===== config.mk =====
export PLATFORM = sky130hd
export DESIGN_NAME = arith_core
export DESIGN_NICKNAME = d
export VERILOG_FILES = /design/src/rtl/arith_pkg.sv /design/src/rtl/carry_lookahead_adder.sv /design/src/rtl/arith_core.sv
export SDC_FILE = /design/constraint.sdc
export NUM_CORES = 1
export LEC_CHECK = 0
export CAP_MARGIN = 20
export CORE_MARGIN = 2
export CORE_UTILIZATION = 51
export DETAILED_ROUTE_END_ITERATION = 10
export GPL_TIMING_DRIVEN = 0
export PLACE_DENSITY = 0.75
export SLEW_MARGIN = 20
export SYNTH_ARGS = -nofsm -noshare
export SYNTH_HDL_FRONTEND = slang
export SYNTH_SLANG_ARGS = --single-unit

===== constraint.sdc =====
create_clock -name clk -period 3.1 [get_ports clk]
set_input_delay 0.31 -clock clk [delete_from_list [all_inputs] [get_ports clk]]
set_output_delay 0.31 -clock clk [all_outputs]
set_load 0.05 [all_outputs]

===== src/rtl/arith_pkg.sv =====
// Shared definitions for the sequential arithmetic unit: command encodings,
// controller states and the default operand width.
package arith_pkg;

  localparam int ARITH_N = 8;

  localparam logic [1:0] CMD_ADD = 2'b00;
  localparam logic [1:0] CMD_SUB = 2'b01;
  localparam logic [1:0] CMD_MUL = 2'b10;
  localparam logic [1:0] CMD_DIV = 2'b11;

  typedef enum logic [1:0] {
    IDLE  = 2'b00,
    ARITH = 2'b01,
    ITER  = 2'b10,
    DONE  = 2'b11
  } state_t;

endpackage


===== src/rtl/carry_lookahead_adder.sv =====
// N-bit adder built from 4-bit carry-lookahead groups; group carries ripple
// from one group to the next. N must be a multiple of 4.
module carry_lookahead_adder #(
  parameter int N = 8
) (
  input  logic [N-1:0] a,
  input  logic [N-1:0] b,
  input  logic         cin,
  output logic [N-1:0] sum,
  output logic         cout
);

  localparam int G = N / 4;

  logic [N-1:0] gen_s;
  logic [N-1:0] prop_s;
  logic [G:0]   grp_c_s;

  assign gen_s      = a & b;
  assign prop_s     = a ^ b;
  assign grp_c_s[0] = cin;

  genvar k;
  generate
    for (k = 0; k < G; k++) begin : g_grp
      logic [3:0] gg_s;
      logic [3:0] pp_s;
      logic [4:0] c_s;

      assign gg_s   = gen_s[4*k+3 : 4*k];
      assign pp_s   = prop_s[4*k+3 : 4*k];
      assign c_s[0] = grp_c_s[k];
      assign c_s[1] = gg_s[0] | (pp_s[0] & c_s[0]);
      assign c_s[2] = gg_s[1] | (pp_s[1] & gg_s[0]) | (pp_s[1] & pp_s[0] & c_s[0]);
      assign c_s[3] = gg_s[2] | (pp_s[2] & gg_s[1]) | (pp_s[2] & pp_s[1] & gg_s[0])
                    | (pp_s[2] & pp_s[1] & pp_s[0] & c_s[0]);
      assign c_s[4] = gg_s[3] | (pp_s[3] & gg_s[2]) | (pp_s[3] & pp_s[2] & gg_s[1])
                    | (pp_s[3] & pp_s[2] & pp_s[1] & gg_s[0]) | ((&pp_s) & c_s[0]);

      assign sum[4*k+3 : 4*k] = pp_s ^ c_s[3:0];
      assign grp_c_s[k+1]     = c_s[4];
    end
  endgenerate

  assign cout = grp_c_s[G];

endmodule


===== src/rtl/arith_core.sv =====
// Sequential add/sub/mul/div unit with a req/ack handshake. One shared
// lookahead adder serves add, subtract, multiply partial sums and divide trials.
module arith_core
  import arith_pkg::*;
#(
  parameter int N = ARITH_N
) (
  input  logic           clk,
  input  logic           rst,
  input  logic           req,
  input  logic [1:0]     cmd,
  input  logic [N-1:0]   op1,
  input  logic [N-1:0]   op2,
  input  logic           cin,
  output logic [2*N-1:0] alu_out,
  output logic           cout,
  output logic           ack,
  output logic           busy
);

  localparam int CW = $clog2(N + 1);

  state_t         state_r;
  state_t         state_nxt_s;
  logic           req_d_r;
  logic           start_s;
  logic [1:0]     cmd_r;
  logic [N-1:0]   op1_r;
  logic [N-1:0]   op2_r;
  logic           cin_r;
  logic [N-1:0]   hi_r;
  logic [N-1:0]   lo_r;
  logic [CW-1:0]  cnt_r;
  logic           iter_done_s;

  logic [N-1:0]   cla_a_s;
  logic [N-1:0]   cla_b_s;
  logic           cla_cin_s;
  logic [N-1:0]   cla_sum_s;
  logic           cla_cout_s;

  logic [N-1:0]   hi_nxt_s;
  logic [N-1:0]   lo_nxt_s;
  logic           fit_s;

  assign start_s     = req & ~req_d_r & (state_r == IDLE);
  assign iter_done_s = (cnt_r == CW'(N));

  carry_lookahead_adder #(.N(N)) u_cla (
    .a    (cla_a_s),
    .b    (cla_b_s),
    .cin  (cla_cin_s),
    .sum  (cla_sum_s),
    .cout (cla_cout_s)
  );

  // Controller state register
  always_ff @(posedge clk) begin
    if (rst) begin
      state_r <= IDLE;
    end else begin
      state_r <= state_nxt_s;
    end
  end

  // Next-state logic
  always_comb begin
    state_nxt_s = state_r;
    case (state_r)
      IDLE: begin
        if (start_s) begin
          if (cmd[1]) begin
            state_nxt_s = ITER;
          end else begin
            state_nxt_s = ARITH;
          end
        end else begin
          state_nxt_s = IDLE;
        end
      end
      ARITH: state_nxt_s = DONE;
      ITER: begin
        if (iter_done_s) begin
          state_nxt_s = DONE;
        end else begin
          state_nxt_s = ITER;
        end
      end
      DONE:    state_nxt_s = IDLE;
      default: state_nxt_s = IDLE;
    endcase
  end

  // Adder operand steering; subtract and divide trials add the inverted divisor
  always_comb begin
    cla_a_s   = op1_r;
    cla_b_s   = op2_r;
    cla_cin_s = cin_r;
    case (cmd_r)
      CMD_ADD: begin
        cla_a_s   = op1_r;
        cla_b_s   = op2_r;
        cla_cin_s = cin_r;
      end
      CMD_SUB: begin
        cla_a_s   = op1_r;
        cla_b_s   = ~op2_r;
        cla_cin_s = ~cin_r;
      end
      CMD_MUL: begin
        cla_a_s   = hi_r;
        cla_cin_s = 1'b0;
        if (lo_r[0]) begin
          cla_b_s = op1_r;
        end else begin
          cla_b_s = '0;
        end
      end
      CMD_DIV: begin
        cla_a_s   = {hi_r[N-2:0], lo_r[N-1]};
        cla_b_s   = ~op2_r;
        cla_cin_s = 1'b1;
      end
      default: begin
        cla_a_s   = op1_r;
        cla_b_s   = op2_r;
        cla_cin_s = cin_r;
      end
    endcase
  end

  // One shift-add or restoring-divide step. A set top bit of the shifted
  // remainder means the trial subtract always fits.
  always_comb begin
    fit_s    = hi_r[N-1] | cla_cout_s;
    hi_nxt_s = hi_r;
    lo_nxt_s = lo_r;
    if (cmd_r == CMD_DIV) begin
      lo_nxt_s = {lo_r[N-2:0], fit_s};
      if (fit_s) begin
        hi_nxt_s = cla_sum_s;
      end else begin
        hi_nxt_s = {hi_r[N-2:0], lo_r[N-1]};
      end
    end else begin
      hi_nxt_s = {cla_cout_s, cla_sum_s[N-1:1]};
      lo_nxt_s = {cla_sum_s[0], lo_r[N-1:1]};
    end
  end

  // Datapath, handshake and result registers
  always_ff @(posedge clk) begin
    if (rst) begin
      req_d_r <= 1'b0;
      cmd_r   <= CMD_ADD;
      op1_r   <= '0;
      op2_r   <= '0;
      cin_r   <= 1'b0;
      hi_r    <= '0;
      lo_r    <= '0;
      cnt_r   <= '0;
      alu_out <= '0;
      cout    <= 1'b0;
      ack     <= 1'b0;
      busy    <= 1'b0;
    end else begin
      req_d_r <= req;
      case (state_r)
        IDLE: begin
          if (start_s) begin
            cmd_r <= cmd;
            op1_r <= op1;
            op2_r <= op2;
            cin_r <= cin;
            hi_r  <= '0;
            cnt_r <= '0;
            busy  <= 1'b1;
            if (cmd == CMD_DIV) begin
              lo_r <= op1;
            end else begin
              lo_r <= op2;
            end
          end
        end
        ARITH: begin
          ack <= 1'b1;
          if (cmd_r == CMD_SUB) begin
            alu_out <= {{N{~cla_cout_s}}, cla_sum_s};
            cout    <= ~cla_cout_s;
          end else begin
            alu_out <= {{(N-1){1'b0}}, cla_cout_s, cla_sum_s};
            cout    <= cla_cout_s;
          end
        end
        ITER: begin
          if (iter_done_s) begin
            alu_out <= {hi_r, lo_r};
            cout    <= 1'b0;
            ack     <= 1'b1;
          end else begin
            hi_r  <= hi_nxt_s;
            lo_r  <= lo_nxt_s;
            cnt_r <= cnt_r + CW'(1);
          end
        end
        DONE: begin
          ack  <= 1'b0;
          busy <= 1'b0;
        end
        default: begin
          ack  <= 1'b0;
          busy <= 1'b0;
        end
      endcase
    end
  end

endmodule


; ---- After elaboration in Yosys (flattened, before gate mapping)
; Cells that the tools add are included.
[classes]
addsub = 1
eq_ne = 11
n_mux = 31
bitwise_logic = 61
n_reduce_logical = 15
[op_table]
columns = operator, n
row1 = $mux 8, 9
row2 = $pmux 8 s3, 2
row3 = $and 1x1->1, 32
row4 = $mux 16, 2
row5 = $pmux 16 s2, 1
row6 = $pmux 8 s2, 2
row7 = $or 1x1->1, 21
row8 = $eq 2x2->1 const B, 5
row9 = $and 8x8->8, 1
row10 = $mux 4, 2
row11 = $not 8->8, 1
row12 = $pmux 2 s4, 1
row13 = $pmux 4 s2, 1
row14 = $reduce_and 2->1, 4
row15 = $reduce_and 4->1, 2
row16 = $xor 4x4->4, 2
row17 = $xor 8x8->8, 1
row18 = $ne 2x2->1 const B, 3
row19 = $reduce_bool 2->1, 3
row20 = $mux 1, 5
row21 = $add 4x1->4 const B, 1
row22 = $eq 2x1->1 const B, 2
row23 = $eq 4x4->1 const B, 1
row24 = $logic_not 2->1, 2
row25 = 8 further kinds, 13
[word_totals]
regBits = 61
out_inout_bits = 19
wordCells = 132

; ---- Logic depth before layout (Yosys ltp)
[depth]
depth_word = 16
mapped_depth = 15
mapped_depth_nobuf = 13

; ---- Hierarchy
; A second synthesis with hierarchy kept.
[unflattened]
cells_unflattened = 434
hier_area_um2 = 3535.9
[modules_own_cells]
columns = mod, instances, cells_each, area_each_um2, seq_area_each_um2
row1 = arith_core, 1, 402, 3239.4, 1221.2
row2 = carry_lookahead_adder, 1, 32, 296.5, 0.0

; ---- Least setup slack after synthesis
; Ideal clock, no wire load.
[synth_path]
path_kind = register -> register
from = register cmd_r[0]
to = register hi_r[3]
setup_ps = 74
arrival_ps = 2968
t_required_ps = 3026
path_slack_ps = 57
stages_incl_launch_ff = 13
n_path_buf = 2
synth_period_minus_slack_ps = 3043
cell_sequence = dfxtp_1 buf_2 buf_1 mux2i_1 a21oi_1 ha_1 a211oi_1 nor2_1 a211oi_4 fa_1 nor4_1 a21oi_1 o21ai_0
[synth_between]
elab_chain_len = 16
elab_cells_between_ends = 48
cone_classes = eq/ne: 3 / mux: 7 / bitwise: 33 / reduce/logical: 5
[synth_lines]
columns = item, line
row1 = "start, declared", arith_core.sv:27  ; logic [1:0] cmd_r;
row2 = "start signal, assigned", arith_core.sv:171  ; cmd_r <= cmd;
row3 = "$eq 2x1->1, or another cell as far along", arith_core.sv:99  ; case (cmd_r)
row4 = $reduce_or 2->1 (no line), -
row5 = $pmux 8 s3, arith_core.sv:99
row6 = $xor 8x8->8 / $and 8x8->8 (equally long branches), "carry_lookahead_adder.sv:20, carry_lookahead_adder.sv:19"
row7 = "$and 1x1->1, on equally long branches", "carry_lookahead_adder.sv:37, carry_lookahead_adder.sv:38"
row8 = "$or 1x1->1, or another cell as far along", carry_lookahead_adder.sv:37  ; assign c_s[4] = gg_s[3] | (pp_s[3] & gg_s[2]) | (pp_s[3] & pp_s[2] & gg_s[1])
row9 = $or 1x1->1 / $and 1x1->1 (equally long branches), "carry_lookahead_adder.sv:37, carry_lookahead_adder.sv:38"
row10 = $or 1x1->1 (2 in series), carry_lookahead_adder.sv:38  ; | (pp_s[3] & pp_s[2] & pp_s[1] & gg_s[0]) | ((&pp_s) & c_s[0]);
row11 = $and 1x1->1, carry_lookahead_adder.sv:38
row12 = $or 1x1->1, carry_lookahead_adder.sv:38
row13 = $or 1x1->1, arith_core.sv:135  ; fit_s = hi_r[N-1] | cla_cout_s;
row14 = $mux 8, arith_core.sv:140  ; if (fit_s) begin
row15 = $mux 8 (*), arith_core.sv:138  ; if (cmd_r == CMD_DIV) begin
row16 = $mux 8 (*), arith_core.sv:196  ; if (iter_done_s) begin
row17 = $pmux 8 s2 (*), arith_core.sv:168  ; case (state_r)
row18 = "end signal, assigned", arith_core.sv:201  ; hi_r <= hi_nxt_s;
row19 = "end, declared", arith_core.sv:31  ; logic [N-1:0] hi_r;
; Mark *: on every way between the ends. The rest lies on a longest branch, timed or not. The select of a mux whose other input is x is not followed.
; A chain may end at the register's enable or synchronous reset.

; ---- Worst setup path after layout
; Same ends and word-level chain as after synthesis.

==> metrics.md <==
| Metric | Value |
|---|---|
| Synthesis-to-layout area growth | 24.37% |
| Ys Warns | 0 |
| Most common cell in the netlist | nand2_1 |
| Power per Cell Area | 487.7 mW/mm^2 |
| Period utilization | 96.75% |
| DR WL met2 | 4.517 mm |
| Full die area | 0.007407 mm^2 |
| Largest net degree at the start of global routing | 11 |
| Final Instance Area | 0.004272 mm^2 |
| CTS root buf | clkbuf_8 |
| Max-cap violations | 0 |
| Initial drt markers | 282 |
| # fillers | 559 |
| Maximum vdd drop | 0.3522 mV |
| DRC viols | 0 |
| Skew final | 0.01094 ns |
| Total Wirelength | 9.644 mm |
| Top Layer Used | met4 |
| R2R depth | 12 |
| Crit end category | flop |
| Crit-path max FO | 8 |
| Global route total overflow | 0 |
| Met3 wire len | 596 um |
| Endpoint, Worst Hold | cmd_r[1] |
| Mean Syn Cell Area | 7.753 um^2 |
| Reg2Reg Setup Slack | 0.10 ns |
| Seq pwr share | 41.4% |
| Final setup margin | 0.1009 ns |
| Status | finished clean |
| Clock Path Buffers | 2 |
| First-pass GRT wire length | 15.54 mm |
| Clock power share | 33.7% |
| Placement Cell Area | 0.003921 mm^2 |
| Num ports | 41 |
| Hpwl dp | 7.103 mm |
| Met1 WL | 4.300 mm |
| Syn_nets | 482 |
| Critical path class | flop to flop |
| Skew-Pair Late Insertion Delay | 0.35 ns |
| ANT nets after route | 0 |
| Fmax | 333.4 MHz |
| Post-Syn Instances | 443 |
| Nets | 538 |
| Site Rows | 29 |
| Initial cell density of the core | 53.48% |
| Top FF cell, synth | dfxtp_1 |
| Count of final hold-check violations | 0 |
| Synth cell count leaders | nand2_1 (75), dfxtp_1 (61), nor2_1 (56) |
| Psw | 0.0006687 W |
| Int Power | 0.001415 W |
| Clock transition at the registers of the reported paths | 0.07 ns |
| Top area cells in the synthesized netlist | dfxtp_1 (36%), nand2_1 (8.2%), a21oi_1 (7.4%) |
| Number of distinct library cells after synthesis | 48 |
| Capturing point of the worst reg2reg path | hi_r[3] |
| Hold path depth | 3 |
| Final min period | 2.999 ns |
| CTS tree | yes |
| Layout Utilization | 66.51% |
| Gr usage total | 26.91% |
| Share of layout cells above drive strength 1 | 10.74% |
| Drt pass-1 iters | 4 |
| Leading area contributor after synthesis | dfxtp_1 |
| Worst-margin pin slew | 0.5757 ns |
| Vias per cell | 5.972 |
| Worst hold slack | 0.4481 ns |
| # diodes | 0 |
| RR Startpoint | cmd_r[0] |
| Worst Hold Launch | cmd[1] |
| Clock Sinks | 61 |
| Initial antenna violation count | 0 |
| IO buf count | 39 |
| Final Wtd Congestion | 0.9154 |
| Min-Delay Path Class | primary input to flop |
| Post-synth top area share | 35.56% |
| Number of synthesized flops with an enable pin | 0 |
| Post-Syn Area | 0.003435 mm^2 |
| Post-synth ARST share | 0% |
| CP arrival | 3.27 ns |
| Sequential cell area | 0.001225 mm^2 |
| CORE AREA | 0.006422 mm^2 |
| Routed WL per cell | 16.63 um |
| Vias | 3464 |
| Pre-CTS WS | -0.5614 ns |
| Max-slew violations | 0 |
| Worst slew margin | 61.33% |
| Sw Ratio | 32.10% |
| Leak Pwr | 1.602 nW |
| Die Wd | 86.07 um |
| Num CTS Buffers | 9 |
| Chip height | 86.07 um |
| CP required | 3.37 ns |
| Setup crit start kind | flop |
| Endpoints failing setup | 0 |
| Vias in the first global route | 3255 |
| #FFs+latches synth | 61 |
| Post-synthesis sequential area ratio | 35.56% |
| RSZ-0062 raised after global routing | true |
| Multi-input gate area | 0.002098 mm^2 |
| Logic pwr share | 24.9% |
| H-tree levels | 3 |
-- flip-flops by register name (all words and copies together) (netlist names) --
register / count
req_d_r: 1
ack: 1
state_r: 2
alu_out: 16
cmd_r: 2
op1_r: 8
cin_r: 1
op2_r: 8
lo_r: 8
cout: 1
hi_r: 8
cnt_r: 4
busy: 1
-- how the worst max path moves through the flow --
stage | start | end | slack [ns] | cells after the start
after floorplan | cmd_r[0] | hi_r[3] | 0.06 | 12
after global placement | cmd_r[0] | alu_out[9] | -0.48 | 15
after detailed placement | cmd_r[0] | alu_out[15] | -0.56 | 15
after CTS | cmd_r[0] | hi_r[6] | 0.03 | 12
after global routing | cmd_r[0] | alu_out[11] | -0.03 | 15
final | cmd_r[0] | hi_r[3] | 0.10 | 12
-- per-layer routing --
metal / global-route usage (%) / up-vias
li1: - / 1676
met1: 34.51 / 1625
met2: 44.05 / 143
met3: 5.486 / 20
met4: 11.11 / 0
met5: 0 / -
-- cell usage in the layout (no fill, tap or decap), types with 4 or more instances in the layout --
master | Yosys | routed
nand2_1 | 75 | 75
dfxtp_1 | 61 | 60
nor2_1 | 56 | 52
a21oi_1 | 51 | 50
clkdlybuf4s50_1 | 0 | 39
a211oi_1 | 22 | 21
clkbuf_1 | 21 | 18
mux2i_1 | 17 | 17
o21ai_0 | 17 | 15
ha_1 | 15 | 15
inv_1 | 13 | 12
clkbuf_8 | 0 | 10
nor3_1 | 9 | 9
buf_4 | 0 | 7
a311oi_1 | 7 | 7
and3_1 | 7 | 7
nor2_2 | 1 | 5
a32oi_1 | 5 | 5
a221o_1 | 5 | 5
nor2b_1 | 5 | 4
and2_1 | 4 | 4
buf_2 | 5 | 4
xor2_1 | 5 | 4
a22oi_1 | 4 | 4
-- worst max-delay path, stage by stage, from the launching register on --
cell,delay [ns]
dfxtp_1,0.32
buf_6,0.15
buf_12,0.14
mux2i_1,0.21
a21oi_1,0.09
ha_1,0.33
a211oi_2,0.22
nor2_2,0.09
a211oi_4,0.34
fa_2,0.56
nor4_2,0.31
a21oi_1,0.06
o21ai_0,0.09
-- power groups by stage --
stage	clock network, W	registers [W]	logic (W)
floorplan	0	0.000911	0.000287
global placement	0	0.000876	0.000464
detailed placement	0	0.000878	0.000473
CTS	0.000703	0.000860	0.000482
global route	0.000735	0.000865	0.000568
finish	0.000702	0.000862	0.000519
-- what timing repair did --
| item | in CTS | in global routing |
|---|---|---|
| hold endpoints to repair | 0 | 0 |
| endpoints found under the setup margin | 22 | 17 |
| pin swaps | 2 | 5 |
| setup buffers | 0 | 6 |
| cloned | 0 | 0 |
| resized for setup | 12 | 26 |
| hold buffers | 0 | 0 |
-- metrics by stage --
stage               setup TNS (ns)  std cells  total power [W]
floorplan                        0        443         0.001197
global placement            -6.180        559         0.001341
detailed placement          -7.814        559         0.001351
CTS                              0        574         0.002045
global route              -0.02678        580         0.002168
finish                           0        580         0.002083
-- kinds of logic (layout without fill, tap and decap cells) --
family                   after synthesis  after routing  share of synthesized area (%)
multiplexers                          17             17                          4.954
flip-flops                            61             61                          35.56
buffers and inverters                 43            103                          5.100
AO/OA/AOI/OAI                        126            126                          23.83
adder cells (fa/ha/maj)               17             17                          6.630
XOR/XNOR                               9              9                          2.514
AND/OR/NAND/NOR                      170            170                          21.42
-- cell type report --
| class | count | area share (%) |
|---|---|---|
| buffer | 29 | 3.691 |
| clock buffer | 11 | 3.310 |
| inverter | 14 | 1.318 |
| timing repair buffer | 45 | 10.49 |
| tap | 77 | 2.255 |
| sequential | 61 | 28.68 |
| clock inverter | 4 | 1.142 |
| multi-input combinational | 339 | 49.12 |
No activity file was read; power rests on OpenSTA's default activity.
